--- src/rtl/pcie_c2h_pkg.sv ---
// Shared FSM encoding, default constants and slot address helper for the C2H descriptor scheduler.
`default_nettype none

package pcie_c2h_pkg;

  typedef enum logic [1:0] {
    IDLE  = 2'd0,
    ISSUE = 2'd1,
    DRAIN = 2'd2
  } state_t;

  localparam logic [27:0] DEF_SLOT_BYTES   = 28'h1000;
  localparam logic [63:0] DEF_BASE_ADDR    = 64'h0000_0001_0000_0000;
  localparam int          DEF_MAX_INFLIGHT = 2;

  // Full 64-bit product so large rings never truncate the host address.
  function automatic logic [63:0] slot_addr(input logic [63:0] base,
                                            input logic [63:0] idx,
                                            input logic [27:0] nbytes);
    return base + idx * {36'd0, nbytes};
  endfunction

endpackage

`default_nettype wire

--- src/rtl/updown_cnt.sv ---
// Up/down counter saturating at 0 and MAX; rej flags a step that was refused at a bound.
`default_nettype none

module updown_cnt #(
  parameter int W       = 4,
  parameter int MAX     = 15,
  parameter int RST_VAL = 0
) (
  input  logic         clk,
  input  logic         rst,
  input  logic         inc,
  input  logic         dec,
  output logic [W-1:0] cnt,
  output logic         rej
);

  localparam logic [W-1:0] CMAX = W'(MAX);
  localparam logic [W-1:0] CRST = W'(RST_VAL);

  logic up_only;
  logic dn_only;

  assign up_only = inc && !dec;
  assign dn_only = dec && !inc;
  assign rej     = (up_only && (cnt == CMAX)) || (dn_only && (cnt == '0));

  always_ff @(posedge clk) begin
    if (rst) begin
      cnt <= CRST;
    end else if (up_only && (cnt != CMAX)) begin
      cnt <= cnt + W'(1);
    end else if (dn_only && (cnt != '0)) begin
      cnt <= cnt - W'(1);
    end
  end

endmodule

`default_nettype wire

--- src/rtl/pcie_c2h_dsc_sched.sv ---
// Issues one XDMA C2H bypass descriptor per free host ring slot, bounded by in-flight and host credits.
`default_nettype none

module pcie_c2h_dsc_sched
  import pcie_c2h_pkg::*;
#(
  parameter int          NR_SLOTS     = 8,
  parameter logic [27:0] SLOT_BYTES   = DEF_SLOT_BYTES,
  parameter logic [63:0] BASE_ADDR    = DEF_BASE_ADDR,
  parameter int          MAX_INFLIGHT = DEF_MAX_INFLIGHT
) (
  input  logic                        user_clk_250,
  input  logic                        user_reset_250,
  input  logic                        enable,
  input  logic                        dsc_byp_ready,
  output logic                        dsc_byp_load,
  output logic [63:0]                 dsc_byp_dst_addr,
  output logic [63:0]                 dsc_byp_src_addr,
  output logic [27:0]                 dsc_byp_len,
  output logic [15:0]                 dsc_byp_ctl,
  input  logic                        c2h_tvalid,
  input  logic                        c2h_tready,
  input  logic                        c2h_tlast,
  input  logic                        credit_return,
  output logic [$clog2(NR_SLOTS)-1:0] slot_idx,
  output logic [3:0]                  inflight,
  output logic [$clog2(NR_SLOTS):0]   credits,
  output logic                        pkt_done,
  output logic [1:0]                  err
);

  localparam int         SW      = $clog2(NR_SLOTS);
  localparam logic [3:0] MAX_INF = 4'(MAX_INFLIGHT);

  state_t        state;
  logic          issue_hs;
  logic          cpl;
  logic          inf_rej;
  logic          crd_rej;
  logic [SW-1:0] slot_nxt;

  assign issue_hs = (state == ISSUE) && dsc_byp_load && dsc_byp_ready;
  assign cpl      = c2h_tvalid && c2h_tready && c2h_tlast;
  assign slot_nxt = slot_idx + SW'(1);

  assign dsc_byp_src_addr = 64'd0;
  assign dsc_byp_len      = SLOT_BYTES;
  assign dsc_byp_ctl      = 16'd0;

  updown_cnt #(
    .W       (4),
    .MAX     (15),
    .RST_VAL (0)
  ) u_inflight (
    .clk (user_clk_250),
    .rst (user_reset_250),
    .inc (issue_hs),
    .dec (cpl),
    .cnt (inflight),
    .rej (inf_rej)
  );

  updown_cnt #(
    .W       (SW + 1),
    .MAX     (NR_SLOTS),
    .RST_VAL (NR_SLOTS)
  ) u_credits (
    .clk (user_clk_250),
    .rst (user_reset_250),
    .inc (credit_return),
    .dec (issue_hs),
    .cnt (credits),
    .rej (crd_rej)
  );

  always_ff @(posedge user_clk_250) begin
    if (user_reset_250) begin
      state            <= IDLE;
      dsc_byp_load     <= 1'b0;
      slot_idx         <= '0;
      dsc_byp_dst_addr <= BASE_ADDR;
      pkt_done         <= 1'b0;
      err              <= 2'b00;
    end else begin
      // A stray tlast is not a finished slot, so it raises err[0] but no pkt_done.
      pkt_done <= cpl && !inf_rej;
      err      <= err | {crd_rej, inf_rej};
      case (state)
        IDLE: begin
          if (enable && (credits != '0) && (inflight < MAX_INF)) begin
            state        <= ISSUE;
            dsc_byp_load <= 1'b1;
          end else if (!enable && (inflight != '0)) begin
            state <= DRAIN;
          end
        end
        ISSUE: begin
          // Once offered, the descriptor stays up until accepted, regardless of enable.
          if (dsc_byp_ready) begin
            state            <= IDLE;
            dsc_byp_load     <= 1'b0;
            slot_idx         <= slot_nxt;
            dsc_byp_dst_addr <= slot_addr(BASE_ADDR, 64'(slot_nxt), SLOT_BYTES);
          end
        end
        DRAIN: begin
          if (inflight == '0) begin
            state <= IDLE;
          end
        end
        default: begin
          state        <= IDLE;
          dsc_byp_load <= 1'b0;
        end
      endcase
    end
  end

endmodule

`default_nettype wire

--- config.mk ---
export PLATFORM = sky130hd
export DESIGN_NAME = pcie_c2h_dsc_sched
export DESIGN_NICKNAME = d
export VERILOG_FILES = /design/src/rtl/pcie_c2h_pkg.sv /design/src/rtl/updown_cnt.sv /design/src/rtl/pcie_c2h_dsc_sched.sv
export SDC_FILE = /design/constraint.sdc
export NUM_CORES = 1
export LEC_CHECK = 0
export CORE_MARGIN = 8
export CORE_UTILIZATION = 35
export DETAILED_ROUTE_END_ITERATION = 8
export GPL_TIMING_DRIVEN = 0
export PLACE_DENSITY = 0.95
export SYNTH_ARGS = -nofsm -noshare
export SYNTH_HDL_FRONTEND = slang
export SYNTH_HIERARCHICAL = 1
export SYNTH_SLANG_ARGS = --single-unit
--- constraint.sdc ---
create_clock -name user_clk_250 -period 8.2 [get_ports user_clk_250]
set_input_delay 2.46 -clock user_clk_250 [delete_from_list [all_inputs] [get_ports user_clk_250]]
set_output_delay 2.46 -clock user_clk_250 [all_outputs]
set_load 0.05 [all_outputs]
== Word-level counts from Yosys, hierarchy flattened ==
Cells that the tools add are included.
W data, S select, Z words.
Storage, ports and cells
  flip-flop bits (word level): 81
  logic and storage cells: 76
Operators by class
  add/subtract/negate cells: 6
  magnitude comparators: 1
  eq/ne operators: 10
  multiplexer cells: 12
  bitwise logic cells: 2
  reduce and logical (&&, ||, !) cells: 37
Operators with widths (count)
  $add A33 B15 Y34 const A: 1
  $logic_and A1 B1 Y1: 20
  $mux W4: 4
  $add A4 B1 Y4 const B: 2
  $eq A4 B4 Y1 const B: 2
  $logic_not A4 Y1: 2
  $mux W2: 4
  $ne A4 B4 Y1 const B: 2
  $reduce_bool A4 Y1: 2
  $sub A4 B1 Y4 const B: 2
  $ne A2 B2 Y1 const B: 3
  $pmux W2 S3: 1
  $reduce_and A3 Y1: 2
  $logic_not A1 Y1: 5
  $lt A4 B2 Y1 const B: 1
  $reduce_bool A2 Y1: 2
  $add A3 B1 Y3 const B: 1
  $ne A3 B3 Y1 const B: 1
  $pmux W1 S3: 1
  $eq A2 B1 Y1 const B: 1
  $eq A2 B2 Y1 const B: 1
  $logic_not A2 Y1: 1
  $logic_or A1 B1 Y1: 2
  $mux W1: 2
  other kinds (3): 3

== Depth between registers and ports, before layout ==
Gate-level depths: netlist of run 1.
  word-level depth: 9
  gate-level depth with buffers: 9

== Modules after synthesis ==
The synthesis of run 1 kept the hierarchy.
By module, submodules not included
  pcie_c2h_dsc_sched: instances 1, cells an instance 212, area each 1676.6 µm²
  updown_cnt at u_credits: instances 1, cells an instance 31, area each 311.5 µm²
  updown_cnt at u_inflight: instances 1, cells an instance 31, area each 302.8 µm²

== Worst setup path before layout of run 1 ==
No wires, ideal clock.
  path type: input -> register
  from: input port dsc_byp_ready
  to: register u_inflight.cnt[3]
  setup time: 123 ps
  arrival: 4468 ps
  data required time: 8077 ps
  setup slack: 3609 ps
  cell stages on the path: 9
  path buffers: 0
  cell sequence: nand3b_1 nor2_1 nand2b_1 nand2b_1 ha_1 a21oi_1 a211oi_2 a31oi_1 mux2_1
On the way
  cells in the longest elaborated chain, start to end: 5
RTL lines
  from (decl): line pcie_c2h_dsc_sched.sv:15  | input logic dsc_byp_ready,
  $logic_and A1 B1 Y1 *: line pcie_c2h_dsc_sched.sv:42  | assign issue_hs = (state == ISSUE) && dsc_byp_load && dsc_byp_ready;
  net issue_hs: line pcie_c2h_dsc_sched.sv:36  | logic issue_hs;
  $logic_not A1 Y1: line updown_cnt.sv:24  | assign dn_only = dec && !inc;
  $logic_and A1 B1 Y1: line updown_cnt.sv:24
  $logic_and A1 B1 Y1: line updown_cnt.sv:32  | end else if (dn_only && (cnt != '0)) begin
  $reduce_bool A2 Y1 (no line)
  to (signal assigned): line updown_cnt.sv:31  | cnt <= cnt + W'(1);
  to (signal assigned): line updown_cnt.sv:33  | cnt <= cnt - W'(1);
  to (decl): line updown_cnt.sv:13  | output logic [W-1:0] cnt,
The timed path passes the listed nets; every way through them passes the cells marked *.
A chain may end at the register's enable or synchronous reset.

== Final worst setup path of run 1 ==
Same ends and word-level chain as after synthesis.

==> reports/metrics.csv, run 1 <==
stage,metric,value,unit
routing,vias,1787,
critical_path,critPathKind,in -> reg,
routing,initialDrtViolationCount,9,
clocking,cts_tree,done,
sta,tightest_slew,0.680,ns
clocking,clkTransAtPathRegs,0.07,ns
power,power_density,192,nW/um^2
yosys,ys_seq_area_share,14.9,%
sta,maxSlewViolCount,0,
global_routing,antenna_found_initial,0,
sta,rsz0062_at_grt,no,
routing,drc,0,
global_routing,grt.met3_usage,6.76,%
floorplan,dieArea,9390,sq um
finish,nets,486,
power,leakagePower,1.98,nW
finish,syn_to_final_growth,44.5,%
yosys,synth_area_per_cell,8.36,sq um
floorplan,start_util,36.1,%
clocking,ctsHtreeMaxLevel,1,
clocking,cts_setup_buffers,0,
floorplan,die_x,96.9,um
critical_path,cp_max_fo,6,
yosys,synth_most_common_cell,buf_4,
floorplan,die_h,96.9,um
global_routing,grt_pass1_vias,1733,
floorplan,ios,195,
place,portBuffers,25,
yosys,synthCells,274,
clocking,cts_made_buffers,3,
clocking,cts_resized,0,
finish,layoutNonFillerInstCount,547,
floorplan,rows,29,
clocking,worstSkewPairLatency,0.25,ns
routing,vias_per_cell,3.27,
critical_path,crit_required,8.34,ns
power,power,636,uW
routing,drt-wirelength-per-cell,9.86,um
clocking,holdBufCountCts,0,
global_routing,grt.overflow.total,0,
yosys,synth_edf_count,0,
routing,firstDrtPassIters,4,
sta,finalCritPeriodShare,64.0,%
yosys,synth_top_cell_area_share,56.4,%
sta,min_period,5.25,ns
clocking,clockBufferDepth,2,
sta,hold_viol,0,
run,cap_violations,0,
global_routing,grt.met2_usage,20.6,%
status,status,"complete, no violations",
yosys,synth_cell_type_count,47,
yosys,synth_ff_type,dfxtp_1,
routing,drt_wl_total,5390,um
global_routing,grt.total_usage,10.7,%
yosys,synthTopCellsByArea,"buf_4, dfxtp_1, nor2_1, ha_1, xnor2_1",
critical_path,start_kind,input pin,
power,peakVddDrop,0.000127,V
global_routing,gr-max-usage-layer,met2,
sta,slew_headroom,54.5,%
yosys,yosysWarnings,6,
place,dp_hpwl,5060,um
place,gp_congestion,0.703,
finish,drive_gt1_share,39.8,%
yosys,syn_area,2290,sq um
finish,insertedDiodeCount,0,
global_routing,grt_start_max_net_pins,11,
yosys,async_reset_ff_share,0,%
clocking,cts-root-buf,clkbuf_8,
routing,postRouteAntennaNets,0,
finish,final_util,52.1,%
floorplan,coreArea,6350,sq um
sta,hold_ws,0.468,ns
clocking,clkSinkCount,17,
sta,max_freq,191,MHz
critical_path,end_kind,register,
sta,finalSetupViolations,0,
critical_path,arrival,5.38,ns
sta,skew,0.00302,ns
finish,fill_cells,583,
global_routing,grt_pass1_wl,8500,um
worst_hold_path,hp-class,reg -> reg,
yosys,yosysTopAreaCell,buf_4,
sta,final.setup.tns,0,ns
yosys,synth.ff_latch_count,17,
yosys,netlist_top_cells_count,"buf_4, dfxtp_1, nor2_1",
global_routing,met1_usage,9.59,%
place,dp.cells,543,
==> final cells by class <==
cell class / instances / area [sq um] / share of cell area, %
Inverter: 3 / 11.3 / 0.340
Tap cell: 77 / 96.3 / 2.91
Buffer: 173 / 1300 / 39.4
Sequential cell: 17 / 340 / 10.3
Multi-Input combinational cell: 248 / 1260 / 38.2
Timing Repair Buffer: 25 / 250 / 7.56
Clock buffer: 4 / 45.0 / 1.36
==> where the power goes <==
part / switching, mW / leakage [nW] / internal [mW]
combinational: 0.301 / 1.82 / 0.147
sequential: 0.0279 / 0.139 / 0.0989
clock: 0.0268 / 0.0228 / 0.0344
total: 0.356 / 1.98 / 0.280
==> cell usage in the layout, fill, tap and decap left out, types with 2 or more instances in the layout <==
master / count
xor2_1: 3
dfxtp_1: 17
a211oi_1: 2
conb_1: 169
fa_1: 2
buf_4: 172
a21oi_1: 2
inv_1: 3
clkbuf_8: 3
o21ai_1: 2
nor2_1: 17
nand2_1: 3
ha_1: 5
clkdlybuf4s50_1: 25
nand2b_1: 4
mux2i_1: 3
xnor2_1: 5
==> metrics by stage <==
step           instance area (sq um)  worst slack, ns
2_1_floorplan                   2920             3.61
3_5_place_dp                    3260             2.68
4_1_cts                         3310             2.94
6_report                        3310             2.95
3_3_place_gp                    3260             2.82
5_1_grt                         3310             2.74
==> state kept, by name, indices dropped and copies added (netlist names) <==
register and count:
dsc_byp_load 1, u_inflight/cnt 4, slot_idx 3, err 2
u_credits/cnt 4, pkt_done 1, state 2
==> critical path, cell delays in order <==
cell and delay, ns:
clkdlybuf4s50_1 0.51, nand3b_1 0.17, nor2_1 0.57, nand2b_1 0.24, nand2b_1 0.27, ha_1 0.34
a21oi_1 0.22, a211oi_2 0.10, a31oi_1 0.16, mux2_1 0.33
==> final timing paths <==
path         cells after the start                end          start  slack (ns)
min reg2reg                      2             err[0]         err[0]        0.47
min                              2             err[0]         err[0]        0.47
max                             10  u_inflight/cnt[3]  dsc_byp_ready        2.95
max reg2reg                      9  u_inflight/cnt[3]       state[1]        5.26
==> cell families after synthesis <==
| logic type | synth area share [%] |
|---|---|
| AO/OA/AOI/OAI | 5.02 |
| other | 0.328 |
| AND/OR/NAND/NOR | 12.1 |
| multiplexers | 2.79 |
| XOR/XNOR | 3.06 |
| flip-flops | 14.9 |
| buffers and inverters | 57.3 |
| adder cells (fa/ha/maj) | 4.48 |
==> routing by layer <==
layer,vias to the layer above,share of wire (%)
li1,933,-
met1,744,34
met2,108,53
met3,2,13
met4,0,0.20
met5,-,0
Note: power is estimated with default switching activity, not from simulation.
==> run 2: changes to the inputs <==
--- a/config.mk
+++ b/config.mk
@@ -6,10 +6,10 @@
 export NUM_CORES = 1
 export LEC_CHECK = 0
 export CORE_MARGIN = 8
-export CORE_UTILIZATION = 35
+export CORE_UTILIZATION = 30
 export DETAILED_ROUTE_END_ITERATION = 8
 export GPL_TIMING_DRIVEN = 0
-export PLACE_DENSITY = 0.95
+export PLACE_DENSITY = 0.88
 export SYNTH_ARGS = -nofsm -noshare
 export SYNTH_HDL_FRONTEND = slang
 export SYNTH_HIERARCHICAL = 1
==> constraint.sdc (replaced) <==
create_clock -name user_clk_250 -period 4.6 [get_ports user_clk_250]
set_input_delay 1.38 -clock user_clk_250 [delete_from_list [all_inputs] [get_ports user_clk_250]]
set_output_delay 1.38 -clock user_clk_250 [all_outputs]
set_load 0.05 [all_outputs]
==> reports/metrics.csv, run 2 (same netlist as run 1, synthesis figures left out) <==
stage,metric,value,unit,change
power,peakVddDrop,0.000228,V,+79%
worst_hold_path,hp-class,reg -> reg,,
clocking,ctsHtreeMaxLevel,1,,unchanged
power,comb_power_share,70.2,%,-0.2 points
worst_hold_path,hold_path_depth,2,,unchanged
finish,nets,486,,unchanged
finish,final_cell_area,3340,sq um,+0.95%
clocking,worstSkewPairLatency,0.25,ns,about the same
worst_hold_path,min_from,err[0],,
routing,drc,0,,unchanged
routing,postRouteAntennaNets,0,,unchanged
finish,layout_commonest_cell,buf_4,,
sta,worst_slack,0.416,ns,-2.54 ns
routing,initialDrtViolationCount,44,,+35
sta,hold_ws,0.474,ns,+0.00645 ns
clocking,clkSinkCount,17,,unchanged
sta,final.setup.tns,0,ns,unchanged
place,pre_cts_ws,0.154,ns,-2.52 ns
critical_path,crit_chain,clkdlybuf4s50_1 > nand3b_1 > nor2_1 > nand2b_1 > nand2b_1 > ha_1 > a21oi_1 > a211oi_2 > a31oi_1 > mux2_1,,
floorplan,ios,195,,unchanged
floorplan,dieArea,10700,sq um,+14%
routing,vias,1781,,-0.34%
clocking,cts-root-buf,clkbuf_8,,
place,dp.cells,568,,+4.6%
global_routing,grt_pass1_vias,1708,,-1.4%
critical_path,critPathKind,in -> reg,,
finish,largestRegisters,"u_credits/cnt: 4 flops, u_inflight/cnt: 4 flops, slot_idx: 3 flops",,
routing,drt-wirelength-per-cell,9.26,um,-6.0%
clocking,cts_made_buffers,3,,unchanged
power,power_density,342,nW/um^2,+78%
sta,maxSlewViolCount,0,,unchanged
clocking,cts_tree,done,,
finish,layout_common_cells,"buf_4, conb_1, clkdlybuf4s50_1, nor2_1, dfxtp_1",,
global_routing,grt.total_usage,8.78,%,-2.0 points
routing,firstDrtPassIters,4,,unchanged
run,cap_violations,0,,unchanged
critical_path,arrival,4.33,ns,-1.05 ns
place,place_area,3300,sq um,+0.96%
critical_path,cp_common_cell,nand2b_1,,
finish,final_util,44.1,%,-8.0 points
power,sw_frac_of_total,56.2,%,+0.24 points
finish,drive_gt1_share,39.8,%,unchanged
critical_path,ff2ff_setup_slack,1.64,ns,-3.62 ns
finish,insertedDiodeCount,0,,unchanged
clocking,cts_resized,0,,unchanged
routing,vias_per_cell,3.11,,-4.7%
critical_path,reg2reg_from,state[1],,
critical_path,cp_max_fo,6,,unchanged
floorplan,rows,32,,+10%
status,status,"complete, no violations",,
critical_path,start_kind,input pin,,
worst_hold_path,holdPathEnd,err[0],,
floorplan,die_h,103,um,+6.7%
critical_path,rr_endpoint,u_inflight/cnt[3],,
clocking,clockBufferDepth,2,,unchanged
power,power,1.14,mW,+80%
sta,finalCritPeriodShare,91.0,%,
power,power.switching,642,uW,+80%
place,dp_hpwl,4840,um,-4.3%
power,p_int,500,uW,+79%
power,p_seq_share,20.1,%,+0.2 points
global_routing,grt_start_max_net_pins,11,,unchanged
clocking,cts_setup_buffers,0,,unchanged
critical_path,crit_required,4.74,ns,-3.60 ns
sta,min_period,4.18,ns,
place,gp_congestion,0.641,,-8.8%
global_routing,grt_pass1_wl,7510,um,-12%
clocking,clkTransAtPathRegs,0.07,ns,about the same
sta,tightest_slew,0.679,ns,-0.000214 ns
sta,slew_headroom,54.5,%,about the same
power,leakagePower,1.98,nW,unchanged
floorplan,coreArea,7570,sq um,+19%
global_routing,antenna_found_initial,0,,unchanged
place,portBuffers,25,,unchanged
global_routing,grt.overflow.total,0,,unchanged
sta,max_freq,239,MHz,
sta,finalSetupViolations,0,,unchanged
critical_path,crit_path_max_incr_delay,0.56,ns,about the same
critical_path,reg2reg_depth,9,,unchanged
sta,rsz0062_at_grt,no,,
critical_path,critPathSlowestCell,nor2_1,,
routing,drt_wl_total,5300,um,-1.7%
finish,layoutNonFillerInstCount,572,,+4.6%
sta,skew,0.00428,ns,+0.00126 ns
floorplan,start_util,30.3,%,-5.8 points
finish,syn_to_final_growth,45.8,%,
floorplan,die_x,103,um,+6.7%
sta,hold_viol,0,,unchanged
clocking,holdBufCountCts,0,,unchanged
power,pwr-share-clk,9.8,%,+0.2 points
critical_path,end_kind,register,,
## run 2: cell counts in the layout (fill, tap and decap cells not counted)
Identical to the previous run, type by type.
## run 2: area by class of cell
type,count,area [sq um]
repair buffers,25,250
well taps,102,128
clock buffers,4,45.0
multi-input cells,248,1260
inverters,3,11.3
flip-flops and latches,17,340
fillers,746,4230
plain buffers,173,1300
## run 2: routing by layer
layer / track usage [%] / vias up / part of all wire, %
met5: 0 / - / 0
met1: 7.76 / 726 / 29
met2: 16.1 / 121 / 50
li1: - / 930 / -
met4: 2.45 / 0 / 0.89
met3: 5.56 / 4 / 20
## run 2: how the worst max path moves through the flow
stage	startpoint	end	slack, ns	cells after the start
floorplan	dsc_byp_ready	u_inflight/cnt[3]	1.09	9
CTS	dsc_byp_ready	u_inflight/cnt[3]	0.43	10
global placement	dsc_byp_ready	u_inflight/cnt[3]	0.29	10
global route	dsc_byp_ready	u_inflight/cnt[3]	0.29	10
detailed placement	dsc_byp_ready	u_inflight/cnt[3]	0.15	10
finish	dsc_byp_ready	u_inflight/cnt[3]	0.42	10
## run 2: power by group through the flow
stage               sequential [mW]  clock [mW]  combinational [mW]
global placement              0.227           0               0.774
finish                        0.229       0.112               0.801
detailed placement            0.233           0               0.790
global route                  0.238       0.125               0.851
floorplan                     0.309           0               0.604
CTS                           0.229       0.117               0.793
## run 2: worst max-delay path, delay by kind of cell
family          cells  cell delay (ns)
mux                 1             0.33
buf+inv             1             0.52
compound gates      3             0.52
fa+ha+maj           1             0.34
simple gates        4             1.23
